===== config.mk =====
export PLATFORM = sky130hd
export DESIGN_NAME = hamming_acc_unit
export DESIGN_NICKNAME = d
export VERILOG_FILES = /design/src/rtl/hamming_acc_unit.sv
export SDC_FILE = /design/constraint.sdc
export NUM_CORES = 1
export LEC_CHECK = 0
export CAP_MARGIN = 10
export CORE_UTILIZATION = 40
export DETAILED_ROUTE_END_ITERATION = 10
export SLEW_MARGIN = 20
export SYNTH_ARGS = -nofsm -noshare
export SYNTH_HDL_FRONTEND = slang
export SYNTH_SLANG_ARGS = --single-unit

===== constraint.sdc =====
create_clock -name clk -period 10 [get_ports clk]
set_clock_uncertainty 0.15 [all_clocks]
set_input_delay 1 -clock clk [delete_from_list [all_inputs] [get_ports clk]]
set_output_delay 1 -clock clk [all_outputs]
set_load 0.05 [all_outputs]

===== src/rtl/hamming_acc_unit.sv =====
// rtl/hamming_acc_unit.sv - multi-cycle per-lane Hamming distance / accumulate / window-average unit
//
// Purpose: computes per-lane popcounts of (dataa ^ datab), sums them into D,
// and depending on opcode n clears state (0), accumulates D with saturation
// and pushes it into a sliding window (1), returns the window average (2), or
// returns the packed per-lane distances (3).
//
// Ports:
//   clk     - rising-edge clock
//   reset   - asynchronous active-low reset
//   clk_en  - clock qualifier; FSM and all registers hold while low
//   start   - instruction issue, accepted only in IDLE with clk_en high
//   dataa   - census word A (DATA_W)
//   datab   - census word B (DATA_W)
//   n       - opcode (2 bits)
//   result  - instruction result (DATA_W), held until the next op's update
//   done    - high for one qualified cycle when result is valid
//
// Build option: define HAMMING_WINDOW_EN to build the sliding window used by
// AVG; without it AVG returns 0 and ACC only updates the accumulator.

module hamming_acc_unit #(
  parameter int DATA_W = 32,
  parameter int LANES  = 4,
  parameter int ACC_W  = 16,
  parameter int WIN    = 4
) (
  input  logic              clk,
  input  logic              reset,
  input  logic              clk_en,
  input  logic              start,
  input  logic [DATA_W-1:0] dataa,
  input  logic [DATA_W-1:0] datab,
  input  logic [1:0]        n,
  output logic [DATA_W-1:0] result,
  output logic              done
);

  localparam int LW    = DATA_W / LANES;
  localparam int PW    = $clog2(LW + 1);      // per-lane popcount width
  localparam int DW    = $clog2(DATA_W + 1);  // total distance width
  localparam int EXT_W = ((ACC_W > DW) ? ACC_W : DW) + 1;

  localparam logic [1:0] OP_CLEAR = 2'd0;
  localparam logic [1:0] OP_ACC   = 2'd1;
  localparam logic [1:0] OP_AVG   = 2'd2;

  // Illegal parameter combinations stop elaboration.
  if ((DATA_W % LANES) != 0 || LW < 2 || ACC_W > DATA_W ||
      WIN < 2 || WIN > 64 || (WIN & (WIN - 1)) != 0) begin : g_bad_cfg
    $error("hamming_acc_unit: illegal parameter set");
  end

  typedef enum logic [1:0] {IDLE, S1, S2, DONE} state_t;
  state_t state, state_nx;

  logic [DATA_W-1:0]           a_q, b_q, x_q;
  logic [1:0]                  op_q;
  logic [LANES-1:0][PW-1:0]    pop_c, pop_q;
  logic [DW-1:0]               d_total;
  logic [ACC_W-1:0]            acc_q, acc_nx;
  logic [EXT_W-1:0]            acc_ext;
  logic [DATA_W-1:0]           lanes_word, avg_word;

  // FSM state register
  always_ff @(posedge clk or negedge reset) begin
    if (!reset)      state <= IDLE;
    else if (clk_en) state <= state_nx;
  end

  // FSM next state; start outside IDLE is simply not looked at
  always_comb begin
    state_nx = state;
    case (state)
      IDLE:    if (start) state_nx = S1;
      S1:      state_nx = S2;
      S2:      state_nx = DONE;
      DONE:    state_nx = IDLE;
      default: state_nx = IDLE;
    endcase
  end

  assign done = (state == DONE);
  assign x_q  = a_q ^ b_q;

  // Per-lane popcounts of the captured operands
  always_comb begin
    pop_c = '0;
    for (int i = 0; i < LANES; i++)
      for (int j = 0; j < LW; j++)
        pop_c[i] = pop_c[i] + PW'(x_q[i*LW + j]);
  end

  // Lane sum and packed lane word from the registered popcounts
  always_comb begin
    d_total    = '0;
    lanes_word = '0;
    for (int i = 0; i < LANES; i++) begin
      d_total                = d_total + DW'(pop_q[i]);
      lanes_word[i*LW +: LW] = LW'(pop_q[i]);
    end
  end

  // Saturating accumulate, computed one bit wider than either operand
  always_comb begin
    acc_ext = EXT_W'(acc_q) + EXT_W'(d_total);
    if (acc_ext > EXT_W'({ACC_W{1'b1}})) acc_nx = {ACC_W{1'b1}};
    else                                 acc_nx = acc_ext[ACC_W-1:0];
  end

  // Datapath registers
  always_ff @(posedge clk or negedge reset) begin
    if (!reset) begin
      a_q    <= '0;
      b_q    <= '0;
      op_q   <= '0;
      pop_q  <= '0;
      acc_q  <= '0;
      result <= '0;
    end else if (clk_en) begin
      if (state == IDLE && start) begin
        a_q  <= dataa;
        b_q  <= datab;
        op_q <= n;
      end
      if (state == S1) pop_q <= pop_c;
      if (state == S2) begin
        case (op_q)
          OP_CLEAR: begin
            acc_q  <= '0;
            result <= '0;
          end
          OP_ACC: begin
            acc_q  <= acc_nx;
            result <= DATA_W'(acc_nx);
          end
          OP_AVG:  result <= avg_word;
          default: result <= lanes_word;
        endcase
      end
    end
  end

`ifdef HAMMING_WINDOW_EN
  localparam int LOG_WIN = $clog2(WIN);
  localparam int SUM_W   = ACC_W + LOG_WIN;

  // Ring buffer of recent distances; wptr_q always points at the oldest entry.
  logic [DW-1:0]      win_q [WIN];
  logic [LOG_WIN-1:0] wptr_q;
  logic [SUM_W-1:0]   wsum_q;

  always_ff @(posedge clk or negedge reset) begin
    if (!reset) begin
      for (int i = 0; i < WIN; i++) win_q[i] <= '0;
      wptr_q <= '0;
      wsum_q <= '0;
    end else if (clk_en && state == S2) begin
      if (op_q == OP_CLEAR) begin
        for (int i = 0; i < WIN; i++) win_q[i] <= '0;
        wptr_q <= '0;
        wsum_q <= '0;
      end else if (op_q == OP_ACC) begin
        win_q[wptr_q] <= d_total;
        wptr_q        <= wptr_q + LOG_WIN'(1);
        wsum_q        <= wsum_q + SUM_W'(d_total) - SUM_W'(win_q[wptr_q]);
      end
    end
  end

  assign avg_word = DATA_W'(wsum_q >> LOG_WIN);
`else
  assign avg_word = '0;
`endif

endmodule


# After elaboration in Yosys (flattened, before gate mapping)
# Cells that the tools add are included.
# classes
n_eq_ne	6
n_reduce_logical	10
magnitude_cmp	1
n_bitwise	1
addsub	32
n_mux	5
# ops
operator	count
$add 4x1->4	16
$pmux 28 s2	1
$pmux 16 s2	1
$xor 32x32->32	1
$add 16x6->17	1
$gt 17x16->1 const B	1
$add 3x1->4	4
$mux 16	1
$add 2x1->3	4
$add 1x1->2	4
$pmux 2 s4	1
$reduce_and 2->1	4
$add 5x4->6	1
$add 6x4->6	1
$eq 2x2->1 const B	3
$add 4x4->5	1
$eq 2x1->1 const B	2
$logic_not 2->1	2
$reduce_and 3->1	1
$mux 2	1
$ne 2x2->1 const B	1
$reduce_bool 2->1	1
$reduce_or 2->1	1
$logic_and 1x1->1	1
# word_totals
in_bits	70
out_inout_bits	33
elab_cells	65
register_bits	132

# Depth between registers and ports, before layout
# Gate-level depths: netlist of the first run.
# depth
word_depth	8
ltp_mapped	13
ltp_nobuf	13

# Worst setup path after synthesis of the first run
# OpenSTA, ideal clock, no wires.
# synth_path
path_kind	register -> register
from	register acc_q[3]
to	register result[15]
required_ns	9.778
path_buffers	0
synth_period_minus_slack_ns	3.601
setup_time_ns	0.072
stages_incl_launch_ff	14
path_slack_ns	6.399
arrival_ns	3.379
path_cell_list	dfrtp_1 -> inv_1 -> fa_1 -> inv_1 -> fa_1 -> inv_1 -> fa_1 -> inv_1 -> ha_1 -> a21oi_1 -> o21a_1 -> nand2b_4 -> or4_1 -> nand4_1
# synth_via
elab_chain_len	4
# synth_rtl
item	line	rtl
from (decl)	61	logic [ACC_W-1:0] acc_q, acc_nx;
from (signal assigned)	134	acc_q <= acc_nx;
$add 16x6->17 *	106	acc_ext = EXT_W'(acc_q) + EXT_W'(d_total);
$gt 17x16->1	107	if (acc_ext > EXT_W'({ACC_W{1'b1}})) acc_nx = {ACC_W{1'b1}};
$mux 16 *	107	
$pmux 28 s2 *	128	case (op_q)
to (signal assigned)	135	result <= DATA_W'(acc_nx);
to (signal assigned)	137	OP_AVG: result <= avg_word;
to (signal assigned)	138	default: result <= lanes_word;
to (decl)	35	output logic [DATA_W-1:0] result,
# Every way passes the cells marked *; elsewhere a longest branch is shown, timed or not.
# A chain may end at the register's enable or synchronous reset.

# Final worst setup path of the first run
# layout_path
from	register pop_q, in the netlist lanes_word[9]
to	register result[9]
# layout_via
elab_chain_len	7
# layout_rtl
item	line	rtl
from (decl)	59	logic [LANES-1:0][PW-1:0] pop_c, pop_q;
from (signal assigned)	126	if (state == S1) pop_q <= pop_c;
$add 4x4->5	99	d_total = d_total + DW'(pop_q[i]);
$add 5x4->6	99	
$add 6x4->6	99	
$add 16x6->17	106	
$gt 17x16->1	107	
$mux 16	107	
$pmux 28 s2 *	128	
# Marks and branches as above.

==> results.txt, run 1 <==
run status = complete, no violations
Worst slew margin = 37.3%
initial drt markers = 209
Synth async-reset ratio = 100%
final worst-path cycle share = 39.4%
maximum root-to-sink buffer count = 2
Final Core Density = 52.1%
worst-skew pair later-pin latency = 410 ps
antenna viol nets, final = 0
post-synth top area share = 47.2%
number of synthesized flops with an enable pin = 0
pre-CTS setup slack = 6060 ps
DRC = 0
final setup fails = 0
antenna violations before repair = 0
DR vias/cell = 5.04
Seq/Total Area, Yosys = 47.2%
Slew Limit Fails = 0
CP arrival = 4090 ps
Final min period = 3940 ps
fin nets = 766
Initial Util = 41.3%
pin count of the biggest net entering global routing = 73
cts hold-fix bufs = 0
post-DP HPWL = 10.4 mm
Site Rows = 46
Placer Congestion = 0.832
first-pass GRT wire length = 23.2 mm
Synth top cells by count = dfrtp_1, mux2_2, inv_1, ha_1
Worst Setup SP = lanes_word[9]
clk root buf = clkbuf_16
max_cap viols = 0
CTS-repair resized insts = 0
YS warnings = 0
WP buf/inv = 2
CP Class = reg2reg
Cell Chain, Critical Path = inv_1 -> fa_1 -> fa_1 -> fa_1 -> inv_1 -> ha_1 -> fa_1 -> a21oi_1 -> o21a_1 -> or3_1 -> a31oi_1 -> a221o_1
Worst-Margin Slew = 940 ps
CTS tree = done
Yosys reg bits = 124
Clk pin slew, worst setup/hold paths = 50 ps
Syn-to-layout area delta = 26.4%
post-synthesis instance total = 547
CP top delay family = adder cells
most frequent cell after synthesis = dfrtp_1
cell taking the most area after synthesis = dfrtp_1
RSZ-0062 raised after global routing = no
post-route cell area = 8310 µm²
syn_area_per_cell = 12.0 µm²
# diodes = 0
die area = 17000 µm²
Startpoint Class = flop
total vias in the final route = 4384
io pins = 103
mapped cell area = 6580 µm²
Crit Reg-Reg Startpoint = lanes_word[9]
Post-DP Area = 7690 µm²
ys flop type = dfrtp_1
share of cells above drive strength 1 = 18.0%
drt pass-1 iters = 4
CP max stage cell = fa_1
critical path's largest stage delay = 510 ps
clock sinks = 124
Yosys cell types = 51
Worst Path Required = 10140 ps
Min-Delay Path Class = reg2reg
vias in the first global route = 4709
post-CTS setup repair buffer count = 0
drt wl/cell = 16.0 µm
CP Max Fanout = 7
cell mode on critical path = fa_1
number of port buffers = 94
Die Ht = 130 µm
crit end category = flop
Fin. Hold Viols = 0
GR Util All Layers = 18.2%
H-tree depth = 4
CTS buffer count = 17
total grt overflow = 0
setup TNS = 0 ps
fillcell total = 1404
Setup WS post-layout = 6060 ps
final wirelength = 13.9 mm
Core Footprint = 15900 µm²
Worst Hold Launch = result[6]
Die X-Extent = 130 µm
fmax = 254 MHz
ranking of synthesized cells by area = dfrtp_1, mux2_2, fa_1, ha_1, xnor2_1
[cell families (layout without fill, tap and decap cells)]
group,after synthesis,count (layout),synth area share [%]
compound gates,101,101,10.2
xor+xnor,40,40,5.33
fa+ha+maj,55,55,13.5
buf+inv,76,176,5.06
flops,124,124,47.2
mux,74,74,12.7
other cells,1,8,0.0570
simple gates,76,76,5.99
[routing by layer]
metal / wire [µm] / up-vias / global-route usage [%]
met1: 6060 / 2186 / 22.4
met4: 149 / 0 / 6.36
met5: 0 / - / 0
met2: 6900 / 114 / 30.5
met3: 815 / 14 / 5.33
li1: - / 2070 / -
[through the flow]
step | hold WS [ps] | std cells
floorplan | 300 | 554
global placement | 315 | 838
detailed placement | 317 | 838
CTS | 329 | 870
global route | 350 | 870
finish | 321 | 870
[flip-flops by register name, indices dropped and copies added, names as in the netlist]
name,count
state,2
a_q,32
op_q,2
result,24
acc_q,16
b_q,32
lanes_word,16
[layout by cell type, fill, tap and decap left out, drive strengths merged, types with 2 or more instances in the layout]
cell type and n:
nand2 28, inv 48, xor2 16, and4 2
dfrtp 124, buf 3, o211ai 3, ha 28
nor2 13, nand4 5, clkbuf 26, a21o 9
clkdlybuf4s50 93, a22oi 6, or2 2, a31oi 4
o21ai 23, and3 2, o21a 5, fa 27
a31o 2, a21oi 27, bufinv 3, o31ai 3
conb 8, nand3 12, nor3 3, a221o 2
clkinv 3, mux2 74, or3 2, nor4 2
xnor2 24, a22o 9, or4 2, a311oi 2
[path summary, 6_finish.rpt]
path,to,slack (ps),cells past startpoint
worst max-delay path,result[9],6060,12
worst min-delay path,result[6],320,1
worst max register to register,result[9],6060,12
worst min register to register,result[6],320,1
max in group asynchronous,result[24],7830,2
min in group asynchronous,a_q[29],470,1
[final cells by class]
| class | count | area (µm²) | share of cell area [%] |
|---|---|---|---|
| inverter | 48 | 180 | 2.17 |
| tap | 216 | 270 | 3.25 |
| multi-input combinational | 354 | 3180 | 38.3 |
| timing repair buffer | 96 | 953 | 11.5 |
| clock buffer | 26 | 519 | 6.25 |
| sequential | 124 | 3100 | 37.3 |
| clock inverter | 6 | 105 | 1.26 |
Power of run 1 is left out: the tool's default activity adds up to more than one toggle a clock period on the data nets, which glitch-free logic cannot reach.
==> run 2, diff against run 1 <==
Clock period 10 ns to 3.5 ns, I/O delays scaled along.
==> results.txt, run 2 (synthesis results as in run 1) <==
run status = complete, but fails checks (was complete, no violations)
failing checks = setup timing
total grt overflow = 0 (unchanged)
H-tree depth = 4 (unchanged)
initial drt markers = 220 (was 209)
total vias in the final route = 4467 (was 4384)
largest registers = a_q (32), b_q (32), result (24) (unchanged)
clk root buf = clkbuf_16 (unchanged)
fillcell total = 1388 (was 1404)
Syn-to-layout area delta = 33.6% (was 26.4%)
internal reg-to-reg setup slack = -150 ps (was 6060 ps)
commonest cells after routing, fill and taps aside = dfrtp_1, clkdlybuf4s50_1, mux2_2 (unchanged)
CTS tree = done (unchanged)
DR vias/cell = 4.96 (was 5.04)
Final min period = 3650 ps (was 3940 ps)
antenna viol nets, final = 0 (unchanged)
Worst slew margin = 51.5% (was 37.3%)
Worst Setup SP = acc_q[3] (was lanes_word[9])
Initial Util = 41.3% (unchanged)
drt pass-1 iters = 4 (unchanged)
RSZ-0062 raised after global routing = yes (was no)
R2R depth = 14 (was 12)
max_cap viols = 0 (unchanged)
CP Max Fanout = 7 (unchanged)
M1 wire length = 6.18 mm (was 6.06 mm)
pin count of the biggest net entering global routing = 77 (was 73)
# diodes = 0 (unchanged)
final setup fails = 26 (was 0)
maximum root-to-sink buffer count = 2 (unchanged)
most common cell after layout, fill and taps aside = dfrtp_1 (unchanged)
crit end category = flop (unchanged)
Final Non-Filler Cells = 901 (was 870)
post-route cell area = 8790 µm² (was 8310 µm²)
Clk pin slew, worst setup/hold paths = 50 ps (about the same)
worst-skew pair later-pin latency = 420 ps (was 410 ps)
Die Ht = 130 µm (unchanged)
fin nets = 799 (was 766)
Worst-Margin Slew = 726 ps (was 940 ps)
share of cells above drive strength 1 = 27.0% (was 18.0%)
Placer Congestion = 0.838 (was 0.832)
final worst-path cycle share = 104% (was 39.4%)
CP Class = reg2reg (unchanged)
top layer in use = met4 (unchanged)
wire length on met2 = 7.06 mm (was 6.90 mm)
Die X-Extent = 130 µm (unchanged)
Setup WS post-layout = -151 ps (was 6060 ps)
FF-to-FF End = result[9] (unchanged)
Startpoint Class = flop (unchanged)
Critical path destination = result[9] (unchanged)
io pins = 103 (unchanged)
first-pass GRT wire length = 23.9 mm (was 23.2 mm)
antenna violations before repair = 0 (unchanged)
setup TNS = -1960 ps (was 0 ps)
vias in the first global route = 4789 (was 4709)
Core Footprint = 15900 µm² (unchanged)
clock sinks = 124 (unchanged)
met3 WL = 830 µm (was 815 µm)
CP arrival = 3800 ps (was 4090 ps)
fmax = 274 MHz (was 254 MHz)
die area = 17000 µm² (unchanged)
Worst Hold Launch = result[4] (was result[6])
Hold Slack = 325 ps (was 321 ps)
cell count after placement = 861 (was 838)
CTS buffer count = 17 (unchanged)
GR Util All Layers = 18.7% (was 18.2%)
Site Rows = 46 (unchanged)
Min-Delay Path Class = reg2reg (unchanged)
Worst Path Required = 3650 ps (was 10140 ps)
DRC = 0 (unchanged)
number of port buffers = 94 (unchanged)
Post-DP Area = 7920 µm² (was 7690 µm²)
drt wl/cell = 15.8 µm (was 16.0 µm)
Fin. Hold Viols = 0 (unchanged)
post-DP HPWL = 10.5 mm (was 10.4 mm)
Slew Limit Fails = 0 (unchanged)
final wirelength = 14.3 mm (was 13.9 mm)
Crit Reg-Reg Startpoint = acc_q[3] (was lanes_word[9])
-- run 2: cell types whose count changed in the layout (fill, tap and decap cells not counted), moves of 4 or more --
| cell | previous run | this run |
|---|---|---|
| buf_4 | 3 | 32 |
| inv_1 | 48 | 40 |
| inv_2 | 0 | 8 |
| a21oi_1 | 27 | 20 |
| xnor2_1 | 24 | 19 |
| xnor2_2 | 0 | 5 |
| a21oi_2 | 0 | 4 |
| ha_1 | 28 | 24 |
| o21ai_0 | 21 | 17 |
-- run 2: final cells by class --
cell class                      count  area [µm²]  area share [%]
Sequential cell                   124        3100            35.3
Timing Repair Buffer              129        1230            14.0
Clock inverter                      6        85.1           0.968
Tap cell                          216         270            3.07
Inverter                           48         180            2.05
Clock buffer                       24         502            5.71
Multi-Input combinational cell    354        3420            38.9
-- run 2: worst min-delay path by stage --
stage | endpoint | cells after the start | slack [ps]
global route | result[4] | 1 | 350
CTS | result[4] | 1 | 330
detailed placement | a_q[31] | 1 | 270
finish | result[4] | 1 | 330
global placement | a_q[31] | 1 | 260
floorplan | a_q[0] | 0 | -100
-- run 2: repair_timing --
action | in CTS | in global routing
hold endpoints to repair | 48 | 0
pin swaps | 27 | 22
resized for setup | 23 | 25
hold buffers | 1 | 0
endpoints found under the setup margin | 34 | 37
cloned | 0 | 0
buffers inserted | 1 | 10
-- run 2: worst max-delay path: stages (launching register included) --
cell,delay [ps]
dfrtp_1,350
inv_2,50
fa_1,540
inv_1,50
fa_1,490
inv_1,50
fa_1,490
inv_2,50
ha_4,220
o211ai_1,300
buf_4,190
o21ai_4,60
nand3_4,160
a31oi_1,110
a221o_1,280
-- run 2: metrics by stage --
step | setup WS (ps) | util, %
floorplan | 3.33 | -
global placement | -165 | 49.7
detailed placement | -243 | 49.7
CTS | -144 | 54.0
global route | -317 | 55.1
finish | -151 | 55.1
-- run 2: per-layer routing --
layer,vias up,global-route usage [%]
li1,2131,-
met1,2208,23.4
met2,110,30.0
met3,18,6.03
met4,0,7.25
met5,-,0
Power of run 2 is left out for the same reason.
==> run 3, diff against run 2 <==
Settings changed: ABC_CLOCK_PERIOD_IN_PS set to 3500.
==> results of run 3 <==
No change in the layout: final DEF, timing and power equal those of run 2.
Power of run 3 is left out for the same reason.
